<file path="src/rtl/aes_round_sequencer.sv">
// -----------------------------------------------------------------------------
// aes_round_sequencer
//
// Runs the control sequence for one AES-128 encryption:
//   1. initial AddRoundKey with K0
//   2. NR rounds, each using the external round function (SubBytes/ShiftRows/
//      MixColumns) followed by an internal AddRoundKey with K[r]
// Round keys come from an external pre-expanded key RAM with a 1-cycle read
// latency. Only one block is in flight at a time.
//
// Ports
//   clk, rst              clock; synchronous active-high reset
//   in_valid/in_ready     plaintext handshake, in_block = plaintext
//   out_valid/out_ready   ciphertext handshake, out_block = ciphertext (held)
//   key_rd/key_addr       key RAM read strobe/address
//   key_data              key RAM data, valid the cycle after key_rd
//   rf_state/rf_final     state and final-round flag to the round function
//   rf_result             combinational round-function result
//   busy                  a block is in flight
//   round                 current round index, 0 outside the round phase
//
// Configuration
//   AES_SEQ_ABORT_EN      adds input 'abort', which drops the block in flight
//                         and returns to idle on the next cycle.
// -----------------------------------------------------------------------------
module aes_round_sequencer #(
    parameter int NR     = 10,
    parameter int KEY_AW = 4
) (
    input  logic              clk,
    input  logic              rst,
`ifdef AES_SEQ_ABORT_EN
    input  logic              abort,
`endif
    input  logic              in_valid,
    output logic              in_ready,
    input  logic [127:0]      in_block,
    output logic              out_valid,
    input  logic              out_ready,
    output logic [127:0]      out_block,
    output logic              key_rd,
    output logic [KEY_AW-1:0] key_addr,
    input  logic [127:0]      key_data,
    output logic [127:0]      rf_state,
    output logic              rf_final,
    input  logic [127:0]      rf_result,
    output logic              busy,
    output logic [KEY_AW-1:0] round
);

    localparam logic [KEY_AW-1:0] NR_C = KEY_AW'(NR);

    typedef enum logic [2:0] {
        S_IDLE  = 3'd0,
        S_KEY0  = 3'd1,
        S_ARK0  = 3'd2,
        S_ROUND = 3'd3,
        S_DONE  = 3'd4
    } fsm_t;

    function automatic logic [127:0] add_round_key(input logic [127:0] st,
                                                   input logic [127:0] rk);
        return st ^ rk;
    endfunction

    fsm_t              fsm_r, fsm_next_s;
    logic [127:0]      state_r, state_next_s;
    logic [127:0]      out_block_r, out_block_next_s;
    logic [KEY_AW-1:0] round_r, round_next_s;
    logic [KEY_AW-1:0] key_addr_r, key_addr_s;
    logic              key_rd_r, key_rd_s;
    logic              rf_final_r, rf_final_s;
    logic              in_ready_r, in_ready_s;
    logic              out_valid_r, out_valid_s;
    logic              busy_r, busy_s;
    logic              abort_s;

`ifdef AES_SEQ_ABORT_EN
    assign abort_s = abort;
`else
    assign abort_s = 1'b0;
`endif

    // Next-state and datapath update for the block sequence
    always_comb begin
        fsm_next_s       = fsm_r;
        state_next_s     = state_r;
        out_block_next_s = out_block_r;
        round_next_s     = {KEY_AW{1'b0}};
        case (fsm_r)
            S_IDLE: begin
                if (in_valid) begin
                    state_next_s = in_block;
                    fsm_next_s   = S_KEY0;
                end else begin
                    fsm_next_s   = S_IDLE;
                end
            end
            S_KEY0: begin
                fsm_next_s = S_ARK0;
            end
            S_ARK0: begin
                state_next_s = add_round_key(state_r, key_data);
                round_next_s = KEY_AW'(1);
                fsm_next_s   = S_ROUND;
            end
            S_ROUND: begin
                state_next_s = add_round_key(rf_result, key_data);
                if (round_r == NR_C) begin
                    out_block_next_s = add_round_key(rf_result, key_data);
                    fsm_next_s       = S_DONE;
                end else begin
                    round_next_s     = round_r + KEY_AW'(1);
                end
            end
            S_DONE: begin
                if (out_ready) begin
                    fsm_next_s = S_IDLE;
                end else begin
                    fsm_next_s = S_DONE;
                end
            end
            default: begin
                fsm_next_s = S_IDLE;
            end
        endcase
        // Abort overrides everything, including a pending out_ready in DONE
        if (abort_s && (fsm_r != S_IDLE)) begin
            fsm_next_s       = S_IDLE;
            state_next_s     = state_r;
            out_block_next_s = out_block_r;
            round_next_s     = {KEY_AW{1'b0}};
        end else begin
            fsm_next_s       = fsm_next_s;
        end
    end

    // Output decode from the next state so every output leaves a flop.
    // A round r issues the read of K[r+1]; the last round reads nothing.
    always_comb begin
        key_rd_s   = 1'b0;
        key_addr_s = {KEY_AW{1'b0}};
        rf_final_s = 1'b0;
        case (fsm_next_s)
            S_KEY0: begin
                key_rd_s   = 1'b1;
                key_addr_s = {KEY_AW{1'b0}};
            end
            S_ARK0: begin
                key_rd_s   = 1'b1;
                key_addr_s = KEY_AW'(1);
            end
            S_ROUND: begin
                if (round_next_s != NR_C) begin
                    key_rd_s   = 1'b1;
                    key_addr_s = round_next_s + KEY_AW'(1);
                end else begin
                    rf_final_s = 1'b1;
                end
            end
            default: begin
                key_rd_s = 1'b0;
            end
        endcase
        in_ready_s  = (fsm_next_s == S_IDLE);
        out_valid_s = (fsm_next_s == S_DONE);
        busy_s      = (fsm_next_s != S_IDLE);
    end

    // State register and registered outputs
    always_ff @(posedge clk) begin
        if (rst) begin
            fsm_r       <= S_IDLE;
            state_r     <= 128'd0;
            out_block_r <= 128'd0;
            round_r     <= {KEY_AW{1'b0}};
            key_addr_r  <= {KEY_AW{1'b0}};
            key_rd_r    <= 1'b0;
            rf_final_r  <= 1'b0;
            in_ready_r  <= 1'b1;
            out_valid_r <= 1'b0;
            busy_r      <= 1'b0;
        end else begin
            fsm_r       <= fsm_next_s;
            state_r     <= state_next_s;
            out_block_r <= out_block_next_s;
            round_r     <= round_next_s;
            key_addr_r  <= key_addr_s;
            key_rd_r    <= key_rd_s;
            rf_final_r  <= rf_final_s;
            in_ready_r  <= in_ready_s;
            out_valid_r <= out_valid_s;
            busy_r      <= busy_s;
        end
    end

    assign in_ready  = in_ready_r;
    assign out_valid = out_valid_r;
    assign out_block = out_block_r;
    assign key_rd    = key_rd_r;
    assign key_addr  = key_addr_r;
    assign rf_state  = state_r;
    assign rf_final  = rf_final_r;
    assign busy      = busy_r;
    assign round     = round_r;

endmodule

</file>
<file path="config.mk">
export PLATFORM = sky130hd
export DESIGN_NAME = aes_round_sequencer
export DESIGN_NICKNAME = d
export VERILOG_FILES = /design/src/rtl/aes_round_sequencer.sv
export SDC_FILE = /design/constraint.sdc
export NUM_CORES = 1
export LEC_CHECK = 0
export CAP_MARGIN = 20
export CORE_AREA = 4 4 256 258
export CTS_CLUSTER_SIZE = 30
export DETAILED_ROUTE_END_ITERATION = 16
export DIE_AREA = 0 0 260 262
export HOLD_SLACK_MARGIN = 0.03
export PLACE_DENSITY_LB_ADDON = 0.3
export SLEW_MARGIN = 0
export SYNTH_ARGS = -nofsm -noshare
export SYNTH_HDL_FRONTEND = slang
export SYNTH_SLANG_ARGS = --single-unit
</file>
<file path="constraint.sdc">
create_clock -name clk -period 4.07 [get_ports clk]
set_input_delay 0.814 -clock clk [delete_from_list [all_inputs] [get_ports clk]]
set_output_delay 0.814 -clock clk [all_outputs]
set_load 0.05 [all_outputs]
</file>
==> metrics.yaml <==
timing.fmax_mhz: 376
status: "finished, final reports clean"
cts_buffers: 37
synthXorXnorAreaFrac_pct: 8.36
cts_buffer_depth: 3
crit_path_max_fanout: 6
io_pins: 657
synth_compound_area_share_pct: 31.2
fin_tns_setup_ps: 0
synth_top_family_by_area: "compound AO/OA/AOI/OAI gates"
fin_crit_sh_pct: 65.3
crit_chain: "clkdlybuf4s50_1"
final_common_cell: "clkdlybuf4s50_1"
grt_pass1_vias: 15700
vias: 15800
grt_pass1_wl_um: 98700
synth_edf_count: 0
h-tree-depth: 2
syn_to_final_growth_pct: 62.2
grt_usage_pct: 18.5
clock_latency_ps: 550
remaining_drc_errors: 0
ant_nets: 0
final.setup.worst_slack_ps: 1410
cp_top_family: "buffers and inverters"
crit_type: "register to output port"
syn_area_per_cell_sq_um: 7.82
critical_path_buf_inv_count: 1
relSlewSlack_pct: 28.6
cap_violations: 0
fin_crit_ps: 2660
start_kind: "register"
postCtsSetupRepairBufs: 0
dp_cells: 3133
synth_cell_types: 36
ys.flop_type: "dfxtp_1"
setup_viol: 0
synth_simple_gate_area_share_pct: 16.2
fp.dieH_um: 262
finalHoldViolations: 0
nets: 2718
arrival_ps: 1850
final_cell_mix: "clkdlybuf4s50_1 (655), nor2_1 (317), dfxtp_1 (271)"
cts_tree: "done"
async_flop_share_pct: 0
die-area_sq_um: 68100
busiest_layer: "met2"
use_met2_pct: 31.6
place.port_buffers: 656
die_x_um: 260
vdd_drop_max_mv: 0.356
core_area_sq_um: 63000
vias_per_cell: 4.92
dp_hpwl_um: 46700
dp_slack_ps: 1060
maxSlewViolCount: 0
cp_slowest_cell: "clkdlybuf4s50_1"
slowest_delay_ps: 870
synth-seq-cells: 272
syn_inst: 1769
clk_pin_slew_ps: 60
wirelength_um: 67600
synth.area.mux_share_pct: 0
antenna_found_initial: 5
tightest_slew_ps: 1070
grt_max_degree: 129
start_util_pct: 22.0
cts.sinks: 272
synthAdderAreaFrac_pct: 0.362
finalNonFillerCells: 3206
drt-initial-drc-count: 1005
cts_resized: 0
crit_path_end_kind: "output port"
overflow: 0
finalPower_mw: 8.76
gp_congestion: 0.866
rsz0062_at_grt: "false"
yosysWarnings: 0
min_path_type: "register to register"
worstPathRequired_ps: 3260
grtUsageMet1_pct: 22.5
hold_buffers: 0
synth_area_sq_um: 13800
leakagePower_nw: 7.59
firstDrtPassIters: 5
grt_util_met3_pct: 5.00
syn_nets: 2161
nFillCells: 6467
routedWlPerCell_um: 21.1
rows: 92
clock-root-buffer: "clkbuf_16"
power_density_nw_per_um2: 390
clock_skew_ps: 20.2
drive_above_1_share_pct: 4.12
ys_seq_area_share_pct: 39.4
## sequential cells by signal, indices dropped and copies added, names as in the netlist, 3 cells and up
signal / cells
out_block: 128
key_addr: 4
fsm_r: 3
round: 4
rf_state: 128
## cells in the mapped netlist, types with 4 or more instances
library cell / n / share of area [%]
a221o_1: 75 / 5.4
dfxtp_1: 272 / 39
buf_2: 9 / 0.33
o21ai_0: 26 / 0.94
xnor2_1: 54 / 3.4
nor2b_1: 53 / 2.4
nand2_1: 153 / 4.2
ha_1: 4 / 0.36
o21ai_1: 103 / 3.7
a21o_1: 54 / 2.9
buf_1: 14 / 0.38
o221ai_1: 53 / 3.4
nor3_1: 7 / 0.25
nor2_1: 318 / 8.6
clkbuf_1: 138 / 3.7
o211ai_1: 75 / 4.1
xor2_1: 78 / 4.9
a21oi_1: 206 / 7.5
a211oi_1: 55 / 3.0
## where the power goes
| part | internal, mW | total (mW) | switching (mW) | leakage, nW |
|---|---|---|---|---|
| sequential | 2.82 | 2.94 | 0.124 | 2.22 |
| clock | 1.99 | 3.32 | 1.33 | 0.616 |
| combinational | 1.00 | 2.50 | 1.49 | 4.76 |
## per-layer routing
| metal | share of wire, % | wire (um) |
|---|---|---|
| met3 | 7.9 | 5330 |
| met2 | 49 | 33000 |
| met1 | 40 | 27000 |
| met4 | 3.4 | 2280 |
| met5 | 0 | 0 |
## final timing paths
kind	slack (ps)	from	to	cells past startpoint
max	1410	round[0]$_SDFF_PP0_	round[0]	1
min	450	out_block[126]$_SDFFE_PP0P_	out_block[126]$_SDFFE_PP0P_	2
max reg2reg	1420	fsm_r[0]$_SDFF_PP0_	rf_final$_SDFF_PP0_	7
min reg2reg	450	out_block[126]$_SDFFE_PP0P_	out_block[126]$_SDFFE_PP0P_	2
## cell families (layout without fill, tap and decap cells)
family	count (synthesis)	count (layout)
XOR/XNOR	132	132
adder cells (fa/ha/maj)	4	4
flip-flops	272	272
AND/OR/NAND/NOR	546	546
AO/OA/AOI/OAI	651	651
other	0	5
buffers and inverters	164	750
## worst min-delay path, delay by kind of cell (launching register included)
| kind | cells | cell delay [ps] |
|---|---|---|
| AND/OR/NAND/NOR | 1 | 50 |
| AO/OA/AOI/OAI | 1 | 50 |
| flip-flops | 1 | 300 |
## through the flow
stage                     area [sq um]  hold slack (ps)  util, %
final                            22400              452     35.6
after CTS                        22400              453     35.6
after global routing             22400              475     35.6
after floorplan                  13800              575        -
after global placement           21200              443     33.7
after detailed placement         21200              446     33.7
## area by class of cell
type	instances	area, sq um	share of cell area, %
antenna	5	12.5	0.0557
clock buffer	50	1030	4.61
clock inverter	18	199	0.886
inverter	3	11.3	0.0502
multi-input combinational	1333	7810	34.8
sequential	272	5450	24.3
tap	846	1060	4.72
timing repair buffer	679	6870	30.6
No activity file was read; power rests on OpenSTA's default activity.
